## config.mk

```make
export PLATFORM = sky130hd
export DESIGN_NAME = vend_controller
export DESIGN_NICKNAME = d
export VERILOG_FILES = /design/src/rtl/vend_pkg.sv /design/src/rtl/vend_controller.sv
export SDC_FILE = /design/constraint.sdc
export NUM_CORES = 1
export LEC_CHECK = 0
export CORE_AREA = 2 2 52 74
export CTS_BUF_LIST = sky130_fd_sc_hd__clkbuf_16
export DETAILED_ROUTE_END_ITERATION = 12
export DIE_AREA = 0 0 54 76
export HOLD_SLACK_MARGIN = 0.15
export PLACE_DENSITY = 0.75
export SLEW_MARGIN = 20
export SYNTH_ARGS = -nofsm -noshare
export SYNTH_HDL_FRONTEND = slang
export SYNTH_SLANG_ARGS = --single-unit
```

## constraint.sdc

```tcl
create_clock -name CLK -period 4.5 [get_ports CLK]
set_clock_uncertainty 0.05 [all_clocks]
set_input_delay 0.9 -clock CLK [delete_from_list [all_inputs] [get_ports CLK]]
set_output_delay 0.9 -clock CLK [all_outputs]
set_load 0.05 [all_outputs]
```

## src/rtl/vend_pkg.sv

```systemverilog
// Shared constants for the vending-machine coin sequencer: state encoding,
// default pricing and the coin-count width used by the inventory counter.
package vend_pkg;

    localparam int COIN_W             = 8;
    localparam int DEFAULT_PRICE      = 4;
    localparam int DEFAULT_MAX_CREDIT = 15;

    localparam logic [2:0] S_IDLE     = 3'd0;
    localparam logic [2:0] S_ACCEPT   = 3'd1;
    localparam logic [2:0] S_VEND     = 3'd2;
    localparam logic [2:0] S_PAY      = 3'd3;
    localparam logic [2:0] S_PAY_WAIT = 3'd4;
    localparam logic [2:0] S_FAULT    = 3'd5;

    function automatic logic is_busy(input logic [2:0] st);
        return (st == S_VEND) || (st == S_PAY) || (st == S_PAY_WAIT);
    endfunction

endpackage

```

## src/rtl/vend_controller.sv

```systemverilog
// Coin sequencer: tracks credit, strobes the coin-inventory counter,
// dispenses items and pays change one coin per two cycles.
module vend_controller
    import vend_pkg::*;
#(
    parameter int PRICE      = DEFAULT_PRICE,
    parameter int MAX_CREDIT = DEFAULT_MAX_CREDIT
) (
    input  logic              CLK,
    input  logic              reset,
    input  logic              coin_in,
    input  logic              vend_req,
    input  logic              cancel,
    input  logic [COIN_W-1:0] coins,
    output logic              enable,
    output logic              inc_sig,
    output logic              dec_sig,
    output logic              dispense,
    output logic              change_out,
    output logic              coin_reject,
    output logic [COIN_W-1:0] credit,
    output logic              busy,
    output logic              fault
);

    localparam logic [COIN_W-1:0] PRICE_C = COIN_W'(PRICE);
    localparam logic [COIN_W-1:0] MAX_C   = COIN_W'(MAX_CREDIT);
    localparam logic [COIN_W-1:0] ONE_C   = COIN_W'(1);

    logic [2:0]        state, state_n;
    logic [COIN_W-1:0] credit_n;
    logic              inc_n, dec_n, dispense_n, change_n, reject_n;

    // Request priority in IDLE/ACCEPT is cancel > coin_in > vend_req; a
    // coin that loses arbitration is handed back rather than silently eaten.
    always_comb begin
        state_n    = state;
        credit_n   = credit;
        inc_n      = 1'b0;
        dec_n      = 1'b0;
        dispense_n = 1'b0;
        change_n   = 1'b0;
        reject_n   = 1'b0;
        case (state)
            S_IDLE, S_ACCEPT: begin
                if (cancel) begin
                    reject_n = coin_in;
                    if (credit != '0) state_n = S_PAY;
                end else if (coin_in) begin
                    if (credit < MAX_C) begin
                        credit_n = credit + ONE_C;
                        inc_n    = 1'b1;
                        state_n  = S_ACCEPT;
                    end else begin
                        reject_n = 1'b1;
                    end
                end else if (vend_req && (credit >= PRICE_C)) begin
                    credit_n   = credit - PRICE_C;
                    dispense_n = 1'b1;
                    state_n    = S_VEND;
                end
            end
            S_VEND: begin
                reject_n = coin_in;
                state_n  = (credit != '0) ? S_PAY : S_IDLE;
            end
            S_PAY: begin
                reject_n = coin_in;
                if (coins != '0) begin
                    credit_n = credit - ONE_C;
                    dec_n    = 1'b1;
                    change_n = 1'b1;
                    state_n  = S_PAY_WAIT;
                end else begin
                    state_n = S_FAULT;
                end
            end
            S_PAY_WAIT: begin
                reject_n = coin_in;
                state_n  = (credit != '0) ? S_PAY : S_IDLE;
            end
            S_FAULT: begin
                reject_n = coin_in;
            end
            default: begin
                state_n  = S_IDLE;
                credit_n = '0;
            end
        endcase
    end

    // Status flags are registered from the next state so every output is a flop.
    always_ff @(posedge CLK) begin
        if (reset) begin
            state       <= S_IDLE;
            credit      <= '0;
            inc_sig     <= 1'b0;
            dec_sig     <= 1'b0;
            dispense    <= 1'b0;
            change_out  <= 1'b0;
            coin_reject <= 1'b0;
            busy        <= 1'b0;
            fault       <= 1'b0;
        end else begin
            state       <= state_n;
            credit      <= credit_n;
            inc_sig     <= inc_n;
            dec_sig     <= dec_n;
            dispense    <= dispense_n;
            change_out  <= change_n;
            coin_reject <= reject_n;
            busy        <= is_busy(state_n);
            fault       <= (state_n == S_FAULT);
        end
    end

    assign enable = inc_sig;

endmodule

```

Yosys cells after proc, flatten, opt, wreduce, memory -nomap -nowiden
Cells that the tools add are included.

Memories: 0. RAM bits: 0. Input port bits: 13. Bits in read-only memories: 0. Word-level logic and storage cells: 65. Register bits: 17. Bits in latches: 0.

$lt $le $gt $ge: 2. Div/mod/pow operators: 0. $add $sub $neg: 3. Equality and inequality tests: 13. Reductions and logical operators: 14. Bitwise gates (word level): 4. Multipliers: 0. Shift operators: 0. Multiplexer cells: 21.

Operator list (count): $mux W8 (5); $pmux W8 S3 (1); $reduce_bool A8 Y1 (2); $mux W3 (5); $eq A3 B2 Y1 const B (4); $eq A3 B3 Y1 const B (4); $pmux W3 S4 (1); $reduce_or A4 Y1 (3); $add A8 B1 Y8 const B (1); $ge A8 B3 Y1 const B (1); $lt A8 B4 Y1 const B (1); $sub A8 B1 Y8 const B (1); $sub A8 B3 Y8 const B (1); $mux W1 (7); $ne A3 B3 Y1 const B (2); $reduce_or A2 Y1 (3); $reduce_and A5 Y1 (1); $ne A2 B2 Y1 const B (2); $not A1 Y1 (4); $eq A3 B1 Y1 const B (1); $logic_not A3 Y1 (1); $reduce_or A3 Y1 (1); $logic_or A1 B1 Y1 (2); $mux W2 (1); other kinds (2) (2).

Depth between registers and ports, before layout
Gate-level depths: netlist of run 1.

Depth in word-level cells: 9. Depth in mapped cells: 8. Mapped depth without buffers: 7.

Worst setup path after synthesis of run 1
No wires, ideal clock.

Path kind: register -> register. Start point: register credit[3]. End point: register credit[5]. Cell stages (with the launch flop): 8. Library setup time: 0.119 ns. Period minus slack after synthesis: 2.373 ns. Path slack: 2.127 ns. Arrival time: 2.205 ns. Cells stage by stage: dfxtp_1 -> inv_1 -> ha_1 -> a21boi_0 -> a21o_1 -> a21o_1 -> a21o_1 -> o221a_2.

Word-level cells in the longest chain between the ends: 5.

RTL lines: start: declaration (line vend_controller.sv:21) `output logic [COIN_W-1:0] credit,`; start signal: assignment (line vend_controller.sv:106) `credit <= credit_n;`; $sub A8 B3 Y8 / $add A8 B1 Y8 (equally long branches) (line vend_controller.sv:58, vend_controller.sv:51); $mux W8, on equally long branches (line vend_controller.sv:57, vend_controller.sv:50); $mux W8 (line vend_controller.sv:49) `end else if (coin_in) begin`; $mux W8 (line vend_controller.sv:46) `if (cancel) begin`; $pmux W8 S3 (line vend_controller.sv:44) `case (state)`.

Parallel ways exist; a longest one is shown, timed or not. The select of a mux whose other input is x is not followed. A chain may end at the register's enable or synchronous reset.

Worst setup path in the final report of run 1
Start point: input coin_in. End point: register busy.

Word-level cells in the longest chain between the ends: 6.

RTL lines: start: declaration (line vend_controller.sv:11) `input logic coin_in,`; $mux W3 (*) (line vend_controller.sv:49); $mux W3 (*) (line vend_controller.sv:46); $pmux W3 S4 (*) (line vend_controller.sv:44); $eq A3 B2 Y1 (line vend_pkg.sv:17) `return (st == S_VEND) || (st == S_PAY) || (st == S_PAY_WAIT);`; $logic_or A1 B1 Y1 (line vend_pkg.sv:17); $logic_or A1 B1 Y1 (*) (line vend_pkg.sv:17); end signal: assignment (line vend_controller.sv:112) `busy <= is_busy(state_n);`; end: declaration (line vend_controller.sv:22) `output logic busy,`.

Mark *: on every way between the ends. The rest lies on a longest branch, timed or not.

==> impl_metrics.py, run 1 <==
metrics = {
    "synth": {
        "synth_area_leaders": "dfxtp_1 (25%), ha_1 (8.4%), a21oi_1 (3.7%)",
        "yosysWarnings": 0,
        "synth-seq-cells": 17,
        "synth_top_area_cell": "dfxtp_1",
        "yosysSeqAreaShare_pct": 25.4,
        "yosysUniqueCellTypes": 49,
        "syn_inst": 170,
        "synth_edf_count": 0,
        "synth_top_area_share_pct": 25.4,
        "syn-cell-area_um2": 1340,
        "async_reset_ff_share_pct": 0,
        "dominantRegCellSynth": "dfxtp_1",
        "avgSynthCellArea_um2": 7.89,
        "synth_fp_nets": 192,
    },
    "run_status": {
        "status": "finished clean",
    },
    "job": {
        "cap_violations": 0,
    },
    "setup_path": {
        "crit_required_ps": 4640,
        "path_class": "in2reg",
        "startpoint_type": "input port",
        "end_kind": "flop",
        "cp_max_fo": 18,
        "cp_slowest_cell": "clkdlybuf4s50_1",
        "worstPathCellList": "clkdlybuf4s50_1 > nand2b_1 > a21oi_1 > o311ai_1 > a2111oi_0 > a31o_1",
        "critPathMaxStageDelay_ps": 720,
        "cp_data_arrival_time_ps": 2980,
    },
    "die": {
        "die-area_um2": 4100,
        "initial_core_util_pct": 38.2,
        "ios": 29,
        "coreArea_um2": 3510,
        "fp.dieW_um": 54,
        "rows": 26,
        "die_h_um": 76,
    },
    "clocking": {
        "clk_path_buf_depth": 2,
        "root_buffer": "clkbuf_16",
        "post_cts_resized": 0,
        "htreeDepth": 1,
        "path_clk_slew_ps": 50,
        "hold_buffers": 0,
        "cts_sinks": 17,
        "cts_tree": "yes",
        "numCtsBuffers": 3,
        "cts_setup_buffers": 0,
        "clk_latency_ps": 250,
    },
    "sta": {
        "fmax_mhz": 353,
        "setup_violations": 0,
        "fin_hold_ws_ps": 507,
        "tightest_slew_ps": 638,
        "post-route-period-util_pct": 63.0,
        "timing.slew.headroom_pct": 57.3,
        "fin_crit_ps": 2830,
        "maxSlewViolCount": 0,
        "tns_ps": 0,
        "finalHoldViolCount": 0,
        "rsz0062_at_grt": "no",
    },
    "global_routing": {
        "grt_usage_pct": 20.1,
        "grt_max_degree": 20,
        "antenna_found_initial": 0,
        "overflow": 0,
        "grt_pass1_vias": 1384,
        "grt_pass1_wl_um": 6280,
    },
    "final_layout": {
        "drive_gt1_share_pct": 4.69,
        "final_cell_mix": "clkdlybuf4s50_1 (28), dfxtp_1 (17), inv_1 (13), nor2_1 (13), nand2_1 (11)",
        "nNetsFinal": 215,
        "syn2layout_area_growth_pct": 26.9,
        "n_antenna_cell": 0,
        "layout_commonest_cell": "clkdlybuf4s50_1",
    },
    "route": {
        "wl_per_cell_um": 15.9,
        "ant_nets": 0,
        "vias_per_cell": 6.11,
        "drt-initial-drc-count": 85,
        "routed_wl_um": 3710,
        "dr.pass1.iters": 4,
        "post-route-drc-count": 0,
        "via_count": 1429,
    },
    "worst_hold_path": {
        "hold_path_class": "reg2reg",
    },
    "power_and_ir_drop": {
        "p_per_area_nw_per_um2": 799,
        "total_power_mw": 1.36,
        "p_leak_nw": 0.635,
        "ir_worst_vdd_v": 0.000314,
    },
    "place": {
        "place_congestion": 0.929,
        "port_buffers": 28,
        "dp_hpwl_um": 2750,
    },
}
cells by family (layout without fill, tap and decap cells):
family	Yosys count	in the layout	share of synthesized area, %
compound gates	55	55	29.0
xor+xnor	3	3	1.96
fa+ha+maj	9	9	8.40
buf+inv	23	45	7.56
flops	17	17	25.4
mux	2	2	1.49
simple gates	61	61	26.2
sequential cells by signal, summed over array words and instances, names as in the netlist:
name / flops
busy: 1
change_out: 1
coin_reject: 1
credit: 8
dispense: 1
enable: 1
fault: 1
state: 3
worst max-delay path, delay by kind of cell:
kind | cells | cell delay [ps]
AND/OR/NAND/NOR | 1 | 320
buffers and inverters | 1 | 720
AO/OA/AOI/OAI | 4 | 1030
routing by layer:
layer | track usage (%) | up-vias | share of wire, %
met5 | 0 | - | 0
met2 | 34.4 | 57 | 53
met4 | 13.5 | 0 | 4.4
met3 | 2.55 | 18 | 4.5
li1 | - | 687 | -
met1 | 21.7 | 667 | 38
path summary, 6_finish.rpt:
kind | from | endpoint | slack (ps) | cells after the start
worst min-delay path | credit[0]$_SDFFE_PP0P_ | credit[0]$_SDFFE_PP0P_ | 510 | 2
worst max register to register | credit[3]$_SDFFE_PP0P_ | busy$_SDFF_PP0_ | 1980 | 7
worst max-delay path | coin_in | busy$_SDFF_PP0_ | 1670 | 6
worst min register to register | credit[0]$_SDFFE_PP0P_ | credit[0]$_SDFFE_PP0P_ | 510 | 2
Yosys cell counts, types with 2 or more instances:
master and n:
nor2_1 13, o21a_1 2, mux2i_1 2, ha_1 9, clkbuf_1 6, and3b_1 2
o32ai_1 4, or4_1 2, xnor2_1 3, nor4_1 3, o21ai_0 8, o2bb2ai_1 2
a21oi_1 10, a211oi_1 6, buf_4 2, nand2b_1 2, nand3_1 5, and2_1 3
nand2_1 11, a221oi_1 3, o22ai_1 4, inv_1 13, a21o_1 3, nor3_1 6
nor4b_1 3, dfxtp_1 17, a21boi_0 2, or3_1 3
layout make-up:
cell class,count,area (µm²)
fill,336,1810
sequential,17,340
inverter,13,48.8
multi-input combinational,130,900
timing repair buffer,28,280
clock buffer,3,75.1
clock inverter,1,5.00
tap,42,52.6
report_power, final:
group          switching [mW]  total, mW  internal, mW
Clock                  0.0618      0.181         0.119
Combinational           0.544      0.891         0.346
Sequential             0.0881      0.288         0.200
metrics by stage:
step	cell area [µm²]	util [%]	std cells	setup WS [ps]
after CTS	1700	48.4	234	1720
after global placement	1620	46.2	230	1510
final	1700	48.4	234	1670
after global routing	1700	48.4	234	1490
after detailed placement	1620	46.2	230	1470
after floorplan	1340	-	170	2130
No activity file was read; power rests on OpenSTA's default activity.
==> run 2: changes to the inputs <==
==> constraint.sdc (replaced) <==
create_clock -name CLK -period 2.9 [get_ports CLK]
set_clock_uncertainty 0.05 [all_clocks]
set_input_delay 0.58 -clock CLK [delete_from_list [all_inputs] [get_ports CLK]]
set_output_delay 0.58 -clock CLK [all_outputs]
set_load 0.05 [all_outputs]
==> run 2 against run 1 <==
Effect of this change: non-clock buffer count increased by 2; clock-buffer cell count unchanged; sequential share of layout area decreased by 0.17 points; cell area increased by 0.88%; sequential cell count unchanged; register-to-register slack got worse by 1500 ps; routed wire length increased by 2.6%; setup slack got worse by 1200 ps; largest power group unchanged.
==> impl_metrics.py, run 2 (synthesis results as in run 1) <==
metrics = {
    "global_routing": {
        "overflow": 0,
        "grt_usage_pct": 20.5,
        "grt_pass1_vias": 1372,
        "antenna_found_initial": 0,
        "grt_pass1_wl_um": 6390,
        "grt_max_degree": 20,
    },
    "power_and_ir_drop": {
        "p_clk_share_pct": 13.5,
        "p_per_area_nw_per_um2": 1230,
        "ir_worst_vdd_v": 0.000461,
        "switching_power_mw": 1.08,
        "p_comb_share_pct": 65.3,
        "switching_share_pct": 50.9,
        "p_leak_nw": 0.645,
        "total_power_mw": 2.11,
        "sequentialPowerShare_pct": 21.3,
        "p_int_mw": 1.04,
    },
    "route": {
        "post-route-drc-count": 0,
        "via_count": 1422,
        "ant_nets": 0,
        "drt-initial-drc-count": 67,
        "dr.pass1.iters": 5,
        "routed_wl_um": 3810,
        "wl_per_cell_um": 16.1,
        "vias_per_cell": 6.03,
    },
    "die": {
        "die-area_um2": 4100,
        "coreArea_um2": 3510,
        "fp.dieW_um": 54,
        "ios": 29,
        "rows": 26,
        "die_h_um": 76,
        "initial_core_util_pct": 38.2,
    },
    "setup_path": {
        "path_class": "reg2reg",
        "crit_required_ps": 3000,
        "cp_max_fo": 8,
        "startpoint_type": "flop",
        "cp_data_arrival_time_ps": 2550,
        "end_kind": "flop",
    },
    "sta": {
        "maxSlewViolCount": 0,
        "post-route-period-util_pct": 84.6,
        "rsz0062_at_grt": "no",
        "setup_ws_ps": 448,
        "finalHoldViolCount": 0,
        "fmax_mhz": 408,
        "setup_violations": 0,
        "fin_crit_ps": 2450,
        "tightest_slew_ps": 629,
        "tns_ps": 0,
        "timing.slew.headroom_pct": 58.1,
        "fin_hold_ws_ps": 501,
    },
    "final_layout": {
        "n_antenna_cell": 0,
        "multiInputGateArea_um2": 900,
        "final_cell_mix": "clkdlybuf4s50_1 (28), dfxtp_1 (17), inv_1 (13), nor2_1 (13), nand2_1 (11)",
        "top_regs": "credit: 8 flops, state: 3 flops",
        "drive_gt1_share_pct": 5.67,
        "largest_reg_flops": 8,
        "nNetsFinal": 217,
        "syn2layout_area_growth_pct": 28.0,
        "layout_commonest_cell": "clkdlybuf4s50_1",
        "fill_cells": 347,
        "regArea_um2": 340,
        "fin_cells": 236,
        "largest-register": "credit",
    },
    "clocking": {
        "cts_sinks": 17,
        "path_clk_slew_ps": 50,
        "htreeDepth": 1,
        "hold_buffers": 0,
        "clk_latency_ps": 250,
        "cts_setup_buffers": 0,
        "root_buffer": "clkbuf_16",
        "clk_path_buf_depth": 2,
        "numCtsBuffers": 3,
        "cts_tree": "yes",
        "post_cts_resized": 0,
    },
    "place": {
        "place_congestion": 0.939,
        "dp_slack_ps": 263,
        "placed_cells": 232,
        "dp_hpwl_um": 2870,
        "port_buffers": 28,
    },
    "run_status": {
        "status": "finished clean",
    },
    "worst_hold_path": {
        "hold_path_class": "reg2reg",
    },
    "job": {
        "cap_violations": 0,
    },
}
==> run 2: changes by cell type in the layout (fill, tap and decap cells not counted), sizes merged <==
cell / change
buf: +2
==> run 2: layout make-up <==
class                   instances  share of cell area [%]
multi-input cells             130                    52.4
flip-flops and latches         17                    19.8
repair buffers                 30                    17.2
clock buffers                   3                    4.37
well taps                      42                    3.06
inverters                      13                    2.84
clock inverters                 1                   0.292
==> run 2: worst max-delay path, cell delays in order, from the launching register on <==
cell       delay, ps
dfxtp_1          390
inv_1            200
ha_1             300
a21boi_0         460
a21oi_1          180
nor4b_1          430
a2111oi_0        130
a31o_1           200
==> run 2: path summary, 6_finish.rpt <==
| check | from | to | slack (ps) | depth (start not counted) |
|---|---|---|---|---|
| worst max-delay path | credit[3]$_SDFFE_PP0P_ | busy$_SDFF_PP0_ | 450 | 7 |
| worst min-delay path | credit[0]$_SDFFE_PP0P_ | credit[0]$_SDFFE_PP0P_ | 500 | 2 |
| worst max register to register | credit[3]$_SDFFE_PP0P_ | busy$_SDFF_PP0_ | 450 | 7 |
| worst min register to register | credit[0]$_SDFFE_PP0P_ | credit[0]$_SDFFE_PP0P_ | 500 | 2 |
==> run 2: metrics by stage <==
step	area (µm²)	util (%)
3_5_place_dp	1640	46.6
5_1_grt	1720	48.9
6_report	1720	48.9
3_3_place_gp	1640	46.6
4_1_cts	1720	48.9
2_1_floorplan	1340	-
==> run 2: power by group through the flow <==
stage | Clock, mW | Combinational, mW | Sequential (mW)
6_report | 0.284 | 1.38 | 0.449
5_1_grt | 0.300 | 1.51 | 0.469
4_1_cts | 0.286 | 1.37 | 0.448
3_5_place_dp | 0 | 1.37 | 0.454
3_3_place_gp | 0 | 1.36 | 0.455
2_1_floorplan | 0 | 0.867 | 0.606
==> run 2: layer usage <==
| layer | vias to the layer above | part of all wire, % | GRT usage [%] |
|---|---|---|---|
| met1 | 663 | 38 | 23.3 |
| met5 | - | 0 | 0 |
| met4 | 0 | 3.4 | 11.0 |
| met2 | 59 | 52 | 34.9 |
| met3 | 11 | 6.3 | 3.14 |
| li1 | 689 | - | - |
